`src/rtl/n5_flash_xip_ctrl.sv`:
```
// n5_flash_xip_ctrl: AHB-Lite read-only execute-in-place controller for a
// quad SPI program flash. Every read becomes a Quad I/O Fast Read (0xEB);
// writes get a two-cycle AHB ERROR response.
// Optional feature: define N5_FLASH_LINEBUF_EN to add a 16-byte line buffer
// (hits return with zero wait states, misses fetch the whole aligned line).
module n5_flash_xip_ctrl #(
    parameter int         ADDR_BITS  = 24,
    parameter logic [7:0] MODE_BYTE  = 8'h00,
    parameter int         DUMMY_CLKS = 4
) (
    input  logic        HCLK,
    input  logic        HRESETn,
    input  logic        HSEL,
    input  logic [31:0] HADDR,
    input  logic [1:0]  HTRANS,
    input  logic        HWRITE,
    input  logic [2:0]  HSIZE,
    input  logic        HREADY,
    output logic        HREADYOUT,
    output logic [31:0] HRDATA,
    output logic        HRESP,
    input  logic [3:0]  fdi,
    output logic [3:0]  fdo,
    output logic        fdoe,
    output logic        fsclk,
    output logic        fcen
);

    localparam logic [7:0] CMD_OP     = 8'hEB;
    localparam logic [5:0] ADDR_LAST  = 6'(ADDR_BITS / 4 - 1);
    localparam logic [5:0] DUMMY_LAST = 6'(DUMMY_CLKS - 1);
`ifdef N5_FLASH_LINEBUF_EN
    localparam int         SR_W       = 128;
    localparam logic [5:0] DATA_LAST  = 6'd31;
`else
    localparam int         SR_W       = 32;
    localparam logic [5:0] DATA_LAST  = 6'd7;
`endif

    typedef enum logic [3:0] {
        IDLE, CMD, ADDR, MODE, DUMMY, DATA, DESEL, ERR1, ERR2
    } state_t;

    state_t                 state;
    state_t                 nxt_state;
    logic [5:0]             cnt;
    logic [5:0]             nxt_cnt;
    logic                   ph;
    logic                   pend;
    logic                   accept;
    logic                   hit;
    logic                   launch;
    logic [31:0]            hit_word;
    logic [ADDR_BITS-3:0]   addr_q;
    logic [ADDR_BITS-1:0]   faddr;
    logic [SR_W-5:0]        sr;
    logic [SR_W-1:0]        sr_next;
    logic [31:0]            data_word;
    logic                   unused_bits;

`ifdef N5_FLASH_LINEBUF_EN
    logic [31:0]            lb_word [4];
    logic [ADDR_BITS-5:0]   lb_tag;
    logic                   lb_valid;

    assign hit      = lb_valid & (lb_tag == HADDR[ADDR_BITS-1:4]);
    assign hit_word = lb_word[HADDR[3:2]];
    assign faddr    = {addr_q[ADDR_BITS-3:2], 4'b0000};
`else
    assign hit      = 1'b0;
    assign hit_word = 32'h0;
    assign faddr    = {addr_q, 2'b00};
`endif

    // Size, the sequential/non-sequential hint and address bits outside the
    // flash array play no part in a read.
    assign unused_bits = ^{HSIZE, HTRANS[0], HADDR[31:ADDR_BITS], HADDR[1:0]};

    // A transfer can only be taken while this slave is ready for a new one;
    // a read arriving in DESEL waits one cycle so CEb stays high long enough.
    assign accept = HSEL & HTRANS[1] & HREADY &
                    (((state == IDLE) & ~pend) | (state == DESEL) | (state == ERR2));
    assign launch = pend | (accept & ~HWRITE & ~hit & (state != DESEL));

    assign sr_next = {sr, fdi};

    function automatic logic [31:0] bswap(input logic [31:0] w);
        return {w[7:0], w[15:8], w[23:16], w[31:24]};
    endfunction

    function automatic logic drives_bus(input state_t st);
        return (st == CMD) || (st == ADDR) || (st == MODE);
    endfunction

    // Nibble presented on the SIO pins during period c of phase st.
    function automatic logic [3:0] out_nib(input state_t st, input logic [5:0] c,
                                           input logic [ADDR_BITS-1:0] a);
        logic [ADDR_BITS-1:0] sh;
        logic [7:0]           amt;
        amt = {ADDR_LAST - c, 2'b00};
        sh  = a >> amt;
        case (st)
            CMD:     out_nib = {3'b111, CMD_OP[3'd7 - c[2:0]]};
            ADDR:    out_nib = sh[3:0];
            MODE:    out_nib = (c == 6'd0) ? MODE_BYTE[7:4] : MODE_BYTE[3:0];
            default: out_nib = 4'hF;
        endcase
    endfunction

    // Phase/period sequencing applied at the end of each SCK period.
    always_comb begin
        nxt_state = state;
        nxt_cnt   = cnt + 6'd1;
        case (state)
            CMD:     if (cnt == 6'd7)      begin nxt_state = ADDR;  nxt_cnt = 6'd0; end
            ADDR:    if (cnt == ADDR_LAST) begin nxt_state = MODE;  nxt_cnt = 6'd0; end
            MODE:    if (cnt == 6'd1)      begin nxt_state = DUMMY; nxt_cnt = 6'd0; end
            DUMMY:   if (cnt == DUMMY_LAST) begin nxt_state = DATA; nxt_cnt = 6'd0; end
            DATA:    if (cnt == DATA_LAST) begin nxt_state = DESEL; nxt_cnt = 6'd0; end
            default: nxt_cnt = 6'd0;
        endcase
    end

    // Pick the requested word out of the freshly assembled data stream.
    always_comb begin
`ifdef N5_FLASH_LINEBUF_EN
        case (addr_q[1:0])
            2'd0:    data_word = sr_next[127:96];
            2'd1:    data_word = sr_next[95:64];
            2'd2:    data_word = sr_next[63:32];
            default: data_word = sr_next[31:0];
        endcase
`else
        data_word = sr_next;
`endif
    end

    // Address latch, nibble assembly and line fill (no reset needed).
    always_ff @(posedge HCLK) begin
        if (accept && !HWRITE) begin
            addr_q <= HADDR[ADDR_BITS-1:2];
        end
        if (state == DATA && ph) begin
            sr <= sr_next[SR_W-5:0];
`ifdef N5_FLASH_LINEBUF_EN
            if (cnt == DATA_LAST) begin
                lb_word[0] <= bswap(sr_next[127:96]);
                lb_word[1] <= bswap(sr_next[95:64]);
                lb_word[2] <= bswap(sr_next[63:32]);
                lb_word[3] <= bswap(sr_next[31:0]);
                lb_tag     <= addr_q[ADDR_BITS-3:2];
            end
`endif
        end
    end

    // Main FSM: bus handshake plus all flash pin sequencing, outputs registered.
    always_ff @(posedge HCLK or negedge HRESETn) begin
        if (!HRESETn) begin
            state     <= IDLE;
            cnt       <= 6'd0;
            ph        <= 1'b0;
            pend      <= 1'b0;
            fcen      <= 1'b1;
            fsclk     <= 1'b0;
            fdoe      <= 1'b0;
            fdo       <= 4'hF;
            HREADYOUT <= 1'b1;
            HRESP     <= 1'b0;
            HRDATA    <= 32'h0;
`ifdef N5_FLASH_LINEBUF_EN
            lb_valid  <= 1'b0;
`endif
        end else begin
            case (state)
                IDLE, DESEL, ERR2: begin
                    state     <= IDLE;
                    fcen      <= 1'b1;
                    fsclk     <= 1'b0;
                    fdoe      <= 1'b0;
                    fdo       <= 4'hF;
                    HREADYOUT <= 1'b1;
                    HRESP     <= 1'b0;
                    if (launch) begin
                        pend      <= 1'b0;
                        state     <= CMD;
                        cnt       <= 6'd0;
                        ph        <= 1'b0;
                        fcen      <= 1'b0;
                        fdoe      <= 1'b1;
                        fdo       <= {3'b111, CMD_OP[7]};
                        HREADYOUT <= 1'b0;
                    end else if (accept && HWRITE) begin
                        state     <= ERR1;
                        HREADYOUT <= 1'b0;
                        HRESP     <= 1'b1;
                    end else if (accept && hit) begin
                        HRDATA    <= hit_word;
                    end else if (accept) begin
                        pend      <= 1'b1;
                        HREADYOUT <= 1'b0;
                    end
                end
                ERR1: begin
                    state     <= ERR2;
                    HREADYOUT <= 1'b1;
                    HRESP     <= 1'b1;
                end
                default: begin
                    if (!ph) begin
                        ph    <= 1'b1;
                        fsclk <= 1'b1;
                    end else begin
                        ph    <= 1'b0;
                        fsclk <= 1'b0;
                        state <= nxt_state;
                        cnt   <= nxt_cnt;
                        if (nxt_state == DESEL) begin
                            fcen      <= 1'b1;
                            fdoe      <= 1'b0;
                            fdo       <= 4'hF;
                            HREADYOUT <= 1'b1;
                            HRDATA    <= bswap(data_word);
`ifdef N5_FLASH_LINEBUF_EN
                            lb_valid  <= 1'b1;
`endif
                        end else begin
                            fdoe <= drives_bus(nxt_state);
                            fdo  <= out_nib(nxt_state, nxt_cnt, faddr);
                        end
                    end
                end
            endcase
        end
    end

endmodule

```
`config.mk`:
```
export PLATFORM = sky130hd
export DESIGN_NAME = n5_flash_xip_ctrl
export DESIGN_NICKNAME = d
export VERILOG_FILES = /design/src/rtl/n5_flash_xip_ctrl.sv
export SDC_FILE = /design/constraint.sdc
export NUM_CORES = 1
export LEC_CHECK = 0
export BUFFER_PORTS_ARGS = -buffer_cell sky130_fd_sc_hd__buf_2
export CAP_MARGIN = 10
export CORE_UTILIZATION = 39
export DETAILED_ROUTE_END_ITERATION = 10
export PLACE_DENSITY = 0.66
export SETUP_SLACK_MARGIN = 0.3
export SYNTH_ARGS = -nofsm -noshare
export SYNTH_HDL_FRONTEND = slang
export SYNTH_SLANG_ARGS = --single-unit
export TNS_END_PERCENT = 1
```
`constraint.sdc`:
```
create_clock -name HCLK -period 6.9 [get_ports HCLK]
set_input_delay 2.07 -clock HCLK [delete_from_list [all_inputs] [get_ports HCLK]]
set_output_delay 2.07 -clock HCLK [all_outputs]
set_load 0.01 [all_outputs]
```
After elaboration in Yosys (flattened, before gate mapping). Memory sizes are Yosys's and may differ from the RTL's. Index checks and enable logic that the tools add are counted.

Bits in registers: 103. Memory bits (read-only): 8. Logic and storage cells: 119. Memories kept: 1.

Memory list: (no name shown) (depth 8, bits a word 1, read ports 1, clocked after memory_dff 0, wr ports 0, RTL line 103) `CMD: out_nib = {3'b111, CMD_OP[3'd7 - c[2:0]]};`.

Add/subtract/negate cells: 3. Magnitude comparators: 1. Eq/ne operators: 19. Shift-type cells: 1. Multiplexer cells: 45. Bitwise operators: 13. Reduce and logical (&&, ||, !) cells: 23.

Operators by type and width (number): 6-bit two-way mux (6); 4-bit two-way mux (8); 6-bit case mux with 4 select lines (1); 24-bit by 8-bit >> shifter with 4-bit output (1); 4-bit by 3-bit equality test with 1-bit output, second input constant (5); 4-bit case mux with 5 select lines (1); 1-bit two-way mux (17); 4-bit by 2-bit equality test with 1-bit output, second input constant (4); 4-bit case mux with 2 select lines (2); 6-bit by 3-bit equality test with 1-bit output, second input constant (2); 1-bit case mux with 2 select lines (6); 4-bit case mux with 3 select lines (1); 6-bit case mux with 2 select lines (1); 3-bit AND reduction (4); 4-bit by 1-bit equality test with 1-bit output, second input constant (2); 2-bit nonzero test (4); 6-bit by 1-bit adder with 6-bit output, second input constant (1); 1-bit AND (6); 6-bit by 1-bit equality test with 1-bit output, second input constant (1); 6-bit by 2-bit equality test with 1-bit output, second input constant (1); 3-bit two-way mux (2); 2-bit AND reduction (3); 3-bit nonzero test (2); 3-bit by 6-bit subtractor with 6-bit output, first input constant (1); other kinds (14) (23).

Longest topological paths before layout. Gate-level depths: netlist of the first run.

Depth after elaboration: 10. Gate-level depth with buffers: 10. Mapped depth without buffers: 8.

Worst setup path after synthesis of the first run. OpenSTA, ideal clock, no wires.

Kind: in2reg. Start point: input HREADY. End point: register addr_q[0], enable pin. Library setup time: 0.442 ns. Data arrival time: 4.185 ns. Data required time: 6.458 ns. Path slack: 2.273 ns. Stages: 3. Buffers on the path: 0. Path through: and3_1 > nand2_1 > a311oi_1.

Cells in the longest elaborated chain, start to end: 3.

RTL lines: start, declared (RTL line 18) `input logic HREADY,`; 1-bit AND (2 in a row) (RTL line 81) `assign accept = HSEL & HTRANS[1] & HREADY &`; 1-bit logical AND (RTL line 140) `if (accept && !HWRITE) begin`; end signal, assigned (RTL line 141) `addr_q <= HADDR[ADDR_BITS-1:2];`; end, declared (RTL line 54) `logic [ADDR_BITS-3:0] addr_q;`.

No other way between the ends. A chain may end at the register's enable or synchronous reset.

Worst setup path after layout of the first run.
Start point: register cnt[0]. End point: register HRDATA[25].

Cells in the longest elaborated chain, start to end: 5. Elaborated cells on any way between the ends: 12. Classes of those cells: eq/ne: 5; mux: 6; reduce/logical: 1.

RTL lines: start, declared (RTL line 46) `logic [5:0] cnt;`; start signal, assigned (RTL line 217) `cnt <= nxt_cnt;`; 6-bit by 3-bit equality test with 1-bit output (tied with other cells) (RTL line 115, 119); 4-bit two-way mux (on tied branches); 4-bit case mux with 5 select lines * (RTL line 114) `case (state)`; 4-bit by 3-bit equality test with 1-bit output * (RTL line 218) `if (nxt_state == DESEL) begin`; 3-bit AND reduction (no source line) *; end signal, assigned (RTL line 198) `HRDATA <= hit_word;`; end signal, assigned (RTL line 223) `HRDATA <= bswap(data_word);`; end, declared (RTL line 20) `output logic [31:0] HRDATA,`.

Mark *: on every way between the ends. The rest lies on a longest branch, timed or not.

==> reports/metrics.cfg, run 1 <==
[drt]
remaining_drc_errors = 0
met1Wirelength_mm = 3.89
vias = 2886
wl_met3_um = 319
antenna_left = 0
wl_per_cell_um = 16.1
top_layer = met4
via_per_inst = 5.36
dr.pass1.iters = 6
drtIter0Drc = 142
drt_wl_total_mm = 8.65
dr_wl_met2_mm = 4.34

[clock_tree]
htree_num_levels = 3
clock_sink_count = 103
hold_buffers = 0
cts_resized = 0
clk_latency_ns = 0.34
cts_tree = done
clk_path_buf_depth = 2
cts_setup_buffers = 0
clock-root-buffer = clkbuf_16
clkTransAtPathRegs_ns = 0.07
cts_buffers = 9

[synthesis]
synth.distinct_cells = 73
synth.mux.area_fraction = 0.103
yosysSeqAreaShare = 0.633
synth-warning-count = 0
post-synth-top-area-fraction = 0.335
synth_fp_nets = 376
synthFlopType = edfxtp_1
synthArstFlopShare = 0.515
synth_commonest_cells = edfxtp_1 (50), dfrtp_1 (47), mux2_2 (27)
synth_cells = 328
synth-compound-area-share = 0.122
synth-simple-area-share = 0.103
synthXorXnorAreaFrac = 0.00196
netlist_top_cells_area = edfxtp_1 (34%), dfrtp_1 (26%), mux2_2 (6.8%)
synth_enable_flop_cells = 50
synth-seq-cells = 103
avgSynthCellArea_um2 = 13.6
synth_most_common_cell = edfxtp_1
synth_top_family_by_area = compound AO/OA/AOI/OAI gates
synthAdderAreaFrac = 0.00559
netlist_area_um2 = 4480
yosysTopAreaCell = edfxtp_1

[setup_path]
r2r-end = HRDATA[25]$_DFFE_PN0P_
path_buf_inv = 0
crit_required_ns = 7.12
crit_path_cell_trace = ha_1, nor4b_1, a21oi_1, a2bb2oi_1, nor2_1, nand3_2, mux2_1
slowest_delay_ns = 0.70
regToRegSetupSlack_ns = 3.27
critPathCapture = HRDATA[25]$_DFFE_PN0P_
end_kind = register
crit_type = reg2reg
crit_cells = 7
path_max_fanout = 32
slowest_stage = nand3_2
worstPathArrival_ns = 3.85
r2r_cells = 7
setup.worst_path.start = cnt[0]$_DFFE_PN0P_
crit_family = simple AND/OR/NAND/NOR gates
critPathLaunchType = register
timing.rr.start = cnt[0]$_DFFE_PN0P_

[status]
run_status = finished clean

[grt]
overflow = 0
grt_pass1_wl_mm = 13.9
antenna_found_initial = 0
grt_pass1_vias = 2855
grt_max_degree = 54
track_usage = 0.155

[sta]
setup_viol = 0
relSlewSlack = 0.411
final_max_slew_viol_count = 0
tightestPinTransition_ns = 0.877
fmax_mhz = 276
clock_skew_ns = 0.00628
rsz0062_at_grt = no
setup_tns_ns = 0
min_period_ns = 3.63
period_share = 0.526
hold_slack_ns = 0.446
hold_viol_final = 0

[cells_and_area]
drive_gt1_frac = 0.359
syn_to_final_growth_pct = 17.2
antenna_cells = 0
multi_input_area_um2 = 1520
regArea_um2 = 2840
nFillCells = 977
final_nets = 441

[floorplanning]
ios = 87
die_width_um = 109
start_util = 0.406
std_cell_rows = 38
core_um2 = 11000
die_area_um2 = 11900
fp.dieH_um = 109

[power]
ir_worst_vdd_mv = 0.142
p_leak_uw = 0.00225
p_per_area_nw_per_um2 = 224

[placement]
port_buffers = 72
place_congestion = 0.856
place_hpwl_mm = 5.85

[hold_path]
hold_path.class = reg2reg
hold_depth = 0

[job]
cap_viol_max_count = 0

## layout by cell type, fill, tap and decap left out, types with 4 or more instances in the layout
| cell | count |
|---|---|
| buf_2 | 72 |
| edfxtp_1 | 50 |
| dfrtp_1 | 47 |
| mux2_2 | 27 |
| nand2_1 | 17 |
| nor2_1 | 12 |
| o21ai_0 | 12 |
| nand3_1 | 10 |
| clkbuf_16 | 9 |
| mux2i_1 | 8 |
| inv_1 | 7 |
| nor3_1 | 7 |
| mux2_1 | 7 |
| dfstp_2 | 6 |
| a21oi_1 | 6 |
| o31ai_1 | 6 |
| a21o_1 | 6 |
| or3_1 | 4 |
## cell families (layout without fill, tap and decap cells)
group,Yosys count,in the layout
AOI/OAI and AO/OA,70,70
xor gates and xnor gates,1,1
adders and majority gates,2,2
buffers and inverters,28,98
DFF,103,103
muxes,42,42
and+or+nand+nor,82,82
## power breakdown
group / switching, uW / internal, uW
registers: 0.586 / 643
logic: 10.9 / 8.23
clock network: 229 / 285
## final cells by class
type / count / share of cell area
Timing Repair Buffer: 75 / 0.0730
Tap cell: 140 / 0.0334
Inverter: 7 / 0.00501
Clock inverter: 7 / 0.0155
Multi-Input combinational cell: 197 / 0.290
Clock buffer: 9 / 0.0429
Sequential cell: 103 / 0.541
## routing by layer
metal	up-vias	global-route usage
met5	-	0
met4	0	0.0569
met1	1417	0.201
met2	77	0.251
met3	7	0.0383
li1	1385	-
## worst min-delay path by stage
stage	endpoint	slack, ns	start
2_1_floorplan	sr[18]$_DFFE_PP_	0.42	sr[14]$_DFFE_PP_
3_3_place_gp	sr[18]$_DFFE_PP_	0.42	sr[14]$_DFFE_PP_
3_5_place_dp	sr[26]$_DFFE_PP_	0.43	sr[22]$_DFFE_PP_
4_1_cts	sr[26]$_DFFE_PP_	0.45	sr[22]$_DFFE_PP_
5_1_grt	sr[19]$_DFFE_PP_	0.46	sr[15]$_DFFE_PP_
6_report	sr[26]$_DFFE_PP_	0.45	sr[22]$_DFFE_PP_
## worst reg2reg max path, cell delays in order, from the launching register on
cell,delay (ns)
dfrtp_1,0.61
ha_1,0.40
nor4b_1,0.56
a21oi_1,0.15
a2bb2oi_1,0.17
nor2_1,0.31
nand3_2,0.70
mux2_1,0.60
## sequential cells by signal (all words and copies together) (netlist names), 4 cells and up
signal  count
fdo         4
state       4
cnt         6
addr_q     22
sr         28
HRDATA     32
## metrics by stage
| stage | cells | total power (uW) | setup WS [ns] | cell area (um^2) | utilization |
|---|---|---|---|---|---|
| after floorplan | 328 | 659 | 2.27 | 4480 | - |
| after global placement | 522 | 675 | 3.36 | 4940 | 0.448 |
| after detailed placement | 522 | 676 | 3.27 | 4940 | 0.448 |
| after CTS | 538 | 1190 | 3.25 | 5250 | 0.475 |
| after global routing | 538 | 1220 | 3.01 | 5250 | 0.475 |
| final | 538 | 1180 | 3.27 | 5250 | 0.475 |
(Power assumes the default switching activity.)
==> inputs of run 2 (changes only) <==
Settings changed: ABC_AREA from default to 1.
Clock period 6.9 ns to 3.35 ns, I/O delays scaled along.
==> run 2 against run 1 <==
Sequential share of layout area shrank 0.99 points. Combinational power grew 75%. First-iteration DRC count grew 44%. Global-route usage grew 1.3 points. Register-to-register slack lost 2.3 ns. Clock power grew 110%. Via count grew 17%. Area after synthesis grew 1.0%. Largest cell class unchanged. Largest power group unchanged.
==> reports/metrics.cfg, run 2 <==
[sta]
period_share = 0.716
setup_tns_ns = 0
hold_viol_final = 0
relSlewSlack = 0.649
rsz0062_at_grt = no
clock_skew_ns = 0.00797
tightestPinTransition_ns = 0.523
final_max_slew_viol_count = 0
setup_viol = 0
fmax_mhz = 417
min_period_ns = 2.40
setup_slack_ns = 0.951

[power]
power.internal_uw = 1950
ir_worst_vdd_mv = 0.297
p_leak_uw = 0.00264
switchingPower_uw = 499
p_seq_frac = 0.541
switching_share = 0.204
power_frac_clock = 0.446
combPwrFrac = 0.014
p_per_area_nw_per_um2 = 458

[drt]
dr.pass1.iters = 5
drt_wl_total_mm = 9.26
vias = 3388
antenna_left = 0
wl_per_cell_um = 13.4
drtIter0Drc = 204
via_per_inst = 4.90
remaining_drc_errors = 0

[setup_path]
r2r-end = HRDATA[19]$_DFFE_PN0P_
cpMostUsedCell = nand2_1
slowest_delay_ns = 0.45
crit_required_ns = 3.58
slowest_stage = dfrtp_1
critPathLaunchType = register
timing.rr.start = cnt[0]$_DFFE_PN0P_
regToRegSetupSlack_ns = 0.95
end_kind = register
path_buf_inv = 0
worstPathArrival_ns = 2.63
r2r_cells = 10
crit_type = reg2reg
setup.worst_path.start = cnt[0]$_DFFE_PN0P_
crit_family = simple AND/OR/NAND/NOR gates
crit_path_cell_trace = ha_1, nand3_1, o21ai_1, or2_1, nor2_2, nand2_2, nor2_8, nand2_4, nand2_1, nand2_1
path_max_fanout = 32

[clock_tree]
hold_buffers = 0
cts_setup_buffers = 0
cts_resized = 0
clkTransAtPathRegs_ns = 0.07
cts_buffers = 9
clk_path_buf_depth = 2
clk_latency_ns = 0.34
cts_tree = done
clock-root-buffer = clkbuf_16
htree_num_levels = 3
clock_sink_count = 103

[floorplanning]
fp.dieH_um = 110
std_cell_rows = 38
die_area_um2 = 12000
ios = 87
core_um2 = 11100
start_util = 0.408
die_width_um = 110

[hold_path]
hold_depth = 0
hold_path.class = reg2reg
hp-start = sr[13]$_DFFE_PP_
hold_end = sr[17]$_DFFE_PP_

[synthesis]
avgSynthCellArea_um2 = 9.64
synth-seq-cells = 103
post-synth-top-area-fraction = 0.332
yosysSeqAreaShare = 0.627
synth-compound-area-share = 0.0468
synthFlopType = edfxtp_1
synthAdderAreaFrac = 0.00554
synthXorXnorAreaFrac = 0.00194
synth-warning-count = 0
synth-simple-area-share = 0.265
synthArstFlopShare = 0.515
synth.distinct_cells = 32
netlist_area_um2 = 4520
synth_commonest_cells = nand2_1 (142), nand3_1 (63), edfxtp_1 (50)
synth.mux.area_fraction = 0
synth_enable_flop_cells = 50
netlist_top_cells_area = edfxtp_1 (33%), dfrtp_1 (26%), nand2_1 (12%)
synth_cells = 469
synth_most_common_cell = nand2_1
yosysTopAreaCell = edfxtp_1
synth_top_family_by_area = simple AND/OR/NAND/NOR gates
synth_fp_nets = 517

[grt]
track_usage = 0.168
grt_max_degree = 33
overflow = 0
grt_use_met2 = 0.269
use_met3 = 0.0368
grt_pass1_wl_mm = 15.5
grt_pass1_vias = 3278
gr-max-usage-layer = met2
globalRouteMet1Util = 0.225
antenna_found_initial = 0

[placement]
pre_cts_ws_ns = 0.960
port_buffers = 72
place_hpwl_mm = 6.60
post_dp_cell_area_um2 = 5020
place_congestion = 0.896

[cells_and_area]
design_area_um2 = 5340
antenna_cells = 0
syn_to_final_growth_pct = 18.2
regMostFlops = HRDATA
largest_reg_flops = 32
drive_gt1_frac = 0.214
final_common_cell = nand2_1
reg_top3 = HRDATA: 32 flops, sr: 28 flops, addr_q: 22 flops
final_cell_mix = nand2_1 (142), buf_2 (72), nand3_1 (63), edfxtp_1 (50), dfrtp_1 (47)
final_nets = 595

[status]
run_status = finished clean

[job]
cap_viol_max_count = 0

[run 2: changes by cell type after synthesis, moves of 8 or more]
cell and change:
nand2_1 +125, nand3_1 +52, nor2_1 +33, inv_1 +29, mux2_2 -27, clkbuf_1 -8, mux2i_1 -8, o21ai_0 +8
[run 2: worst max path at each step]
| stage | end | slack, ns | depth (start not counted) |
|---|---|---|---|
| after floorplan | sr[0]$_DFFE_PP_ | 0.33 | 3 |
| after global placement | cnt[2]$_DFFE_PN0P_ | 0.98 | 9 |
| after detailed placement | HRDATA[9]$_DFFE_PN0P_ | 0.96 | 10 |
| after CTS | HRDATA[19]$_DFFE_PN0P_ | 0.95 | 10 |
| after global routing | HRDATA[19]$_DFFE_PN0P_ | 0.72 | 11 |
| final | HRDATA[19]$_DFFE_PN0P_ | 0.95 | 10 |
[run 2: cell type report]
type                       count  area [um^2]
multi-input combinational    315         1450
timing repair buffer          79          413
fill                        1050         5740
sequential                   103         2840
tap                          140          175
inverter                      39          146
clock buffer                  12          279
clock inverter                 4         43.8
[run 2: power groups by stage]
| stage | clock network [uW] | registers [uW] | logic [uW] |
|---|---|---|---|
| after floorplan | 0 | 1350 | 0.857 |
| after global placement | 0 | 1350 | 33.1 |
| after detailed placement | 0 | 1350 | 34.7 |
| after CTS | 1120 | 1320 | 34.7 |
| after global routing | 1160 | 1320 | 38.2 |
| final | 1090 | 1320 | 33.4 |
[run 2: worst register-to-register path, delay by kind of cell (launching register included)]
kind	cells	cell delay, ns
flip-flops	1	0.45
AND/OR/NAND/NOR	8	1.46
AO/OA/AOI/OAI	1	0.10
adder cells (fa/ha/maj)	1	0.28
[run 2: cells by family (layout without fill, tap and decap cells)]
family                     count (synthesis)  in the layout
adders and majority gates                  2              2
AOI/OAI and AO/OA                         39             39
xor gates and xnor gates                   1              1
and+or+nand+nor                          273            273
DFF                                      103            103
buffers and inverters                     51            134
[run 2: metal layers]
layer | up-vias | wire (um)
met3 | 7 | 330
met5 | - | 0
met1 | 1604 | 4370
li1 | 1703 | -
met4 | 0 | 86
met2 | 74 | 4480
[run 2: stage by stage]
step | instances | hold WS (ns) | util | power, uW
floorplan | 469 | 0.427 | - | 1350
global placement | 676 | 0.432 | 0.453 | 1380
detailed placement | 676 | 0.434 | 0.453 | 1380
CTS | 692 | 0.450 | 0.482 | 2480
global route | 692 | 0.451 | 0.482 | 2520
finish | 692 | 0.451 | 0.482 | 2450
==> inputs of run 3 (changes only) <==
Settings changed: ABC_AREA 1 to 0.
Clock period 3.35 ns to 2.5 ns, I/O delays scaled along.
==> run 3 against run 2 <==
First-iteration DRC count down 51%. Critical path depth is 2 lower. Sequential cell count stayed put. Highest routed layer unchanged.
==> reports/metrics.cfg, run 3 (same netlist as run 1, synthesis figures left out) <==
[cells_and_area]
final_common_cell = buf_2
antenna_cells = 0
largest_reg_flops = 32
design_area_um2 = 5640
final_nets = 468
syn_to_final_growth_pct = 26.1
layout.cells.non_filler = 565
drive_gt1_frac = 0.428
nFillCells = 945
reg_top3 = HRDATA: 32 flops, sr: 28 flops, addr_q: 22 flops
final_cell_mix = buf_2 (72), edfxtp_1 (50), dfrtp_1 (45), mux2_2 (27), buf_4 (25)
regMostFlops = HRDATA

[grt]
grt_max_degree = 54
grt_use_met2 = 0.269
grt_pass1_wl_mm = 14.9
globalRouteMet1Util = 0.217
antenna_found_initial = 0
use_met3 = 0.0329
gr-max-usage-layer = met2
grt_pass1_vias = 2995
overflow = 0
track_usage = 0.167

[power]
p_per_area_nw_per_um2 = 580
p_leak_uw = 0.00242
ir_worst_vdd_mv = 0.366

[floorplanning]
std_cell_rows = 38
fp.dieH_um = 109
core_um2 = 11000
start_util = 0.406
die_width_um = 109
die_area_um2 = 11900
ios = 87

[hold_path]
hp-start = sr[10]$_DFFE_PP_
hold_path.class = reg2reg
hold_end = sr[14]$_DFFE_PP_
hold_depth = 0

[setup_path]
crit_type = reg2reg
timing.rr.start = cnt[0]$_DFFE_PN0P_
r2r_cells = 8
critPathLaunchType = register
regToRegSetupSlack_ns = 0.10
worstPathArrival_ns = 2.67
end_kind = register
r2r-end = fdo[0]$_DFFE_PN1P_
crit_required_ns = 2.78
path_max_fanout = 4

[placement]
post_dp_cell_area_um2 = 5170
dp_cells = 543
place_hpwl_mm = 6.28
place_congestion = 0.810
port_buffers = 72

[drt]
dr.pass1.iters = 4
drt_wl_total_mm = 9.28
remaining_drc_errors = 0
drtIter0Drc = 99
via_per_inst = 5.38
antenna_left = 0
wl_per_cell_um = 16.4
vias = 3040

[sta]
setup_tns_ns = 0
tightestPinTransition_ns = 0.714
final_max_slew_viol_count = 0
clock_skew_ns = 0.00710
hold_slack_ns = 0.447
fmax_mhz = 417
hold_viol_final = 0
rsz0062_at_grt = yes
relSlewSlack = 0.524
min_period_ns = 2.40
period_share = 0.959
setup_viol = 0

[status]
run_status = finished clean

[clock_tree]
cts_tree = done
clk_latency_ns = 0.35
clk_path_buf_depth = 2
hold_buffers = 0
cts_buffers = 9
htree_num_levels = 3
clkTransAtPathRegs_ns = 0.07
clock-root-buffer = clkbuf_16
clock_sink_count = 103

[job]
cap_viol_max_count = 0

-- run 3: worst max-delay path, stage by stage, from the launching register on --
cell      delay, ns
dfrtp_2        0.46
ha_4           0.19
buf_4          0.13
xnor2_1        0.14
or4_1          0.51
mux2i_1        0.21
o311ai_4       0.36
nor2_1         0.08
o221a_2        0.26
-- run 3: cell type report --
| class | count | area (um^2) | share of cell area |
|---|---|---|---|
| Multi-Input combinational cell | 197 | 1660 | 0.294 |
| Timing Repair Buffer | 102 | 622 | 0.110 |
| Sequential cell | 103 | 2840 | 0.503 |
| Clock buffer | 11 | 264 | 0.0468 |
| Tap cell | 140 | 175 | 0.0310 |
| Inverter | 7 | 26.3 | 0.00466 |
| Clock inverter | 5 | 56.3 | 0.00998 |
-- run 3: worst max path at each step --
stage,from,endpoint,cells past startpoint
after CTS,cnt[0]$_DFFE_PN0P_,fdo[0]$_DFFE_PN1P_,7
after detailed placement,cnt[0]$_DFFE_PN0P_,fdo[0]$_DFFE_PN1P_,7
after global placement,cnt[0]$_DFFE_PN0P_,fdo[3]$_DFFE_PN1P_,7
after global routing,cnt[1]$_DFFE_PN0P_,fdo[3]$_DFFE_PN1P_,9
final,cnt[0]$_DFFE_PN0P_,fdo[0]$_DFFE_PN1P_,8
after floorplan,cnt[1]$_DFFE_PN0P_,fdo[0]$_DFFE_PN1P_,8
-- run 3: report_power, final --
part	internal, uW	total [uW]	switching, uW
clock	791	1450	654
combinational	22.7	52.5	29.8
sequential	1770	1780	1.56
-- run 3: what timing repair did --
action | CTS | global route
pin swaps | 10 | 7
hold endpoints to repair | 0 | 0
resized for setup | 15 | 3
gates cloned | 0 | 0
buffers inserted | 5 | 1
setup endpoints to repair | 41 | 43
-- run 3: metal layers --
metal  vias to the layer above  wire, um  part of all wire
li1                       1438         -                 -
met1                      1508      4090              0.44
met2                        80      4630              0.50
met3                        14       380             0.041
met4                         0       185             0.020
met5                         -         0                 0
-- run 3: metrics by stage --
step	worst slack [ns]	util	power [uW]
after floorplan	0.172	-	1820
after global placement	0.0582	0.469	1860
after detailed placement	0.0268	0.469	1870
after CTS	0.131	0.509	3310
after global routing	0.0344	0.512	3370
final	0.103	0.512	3270
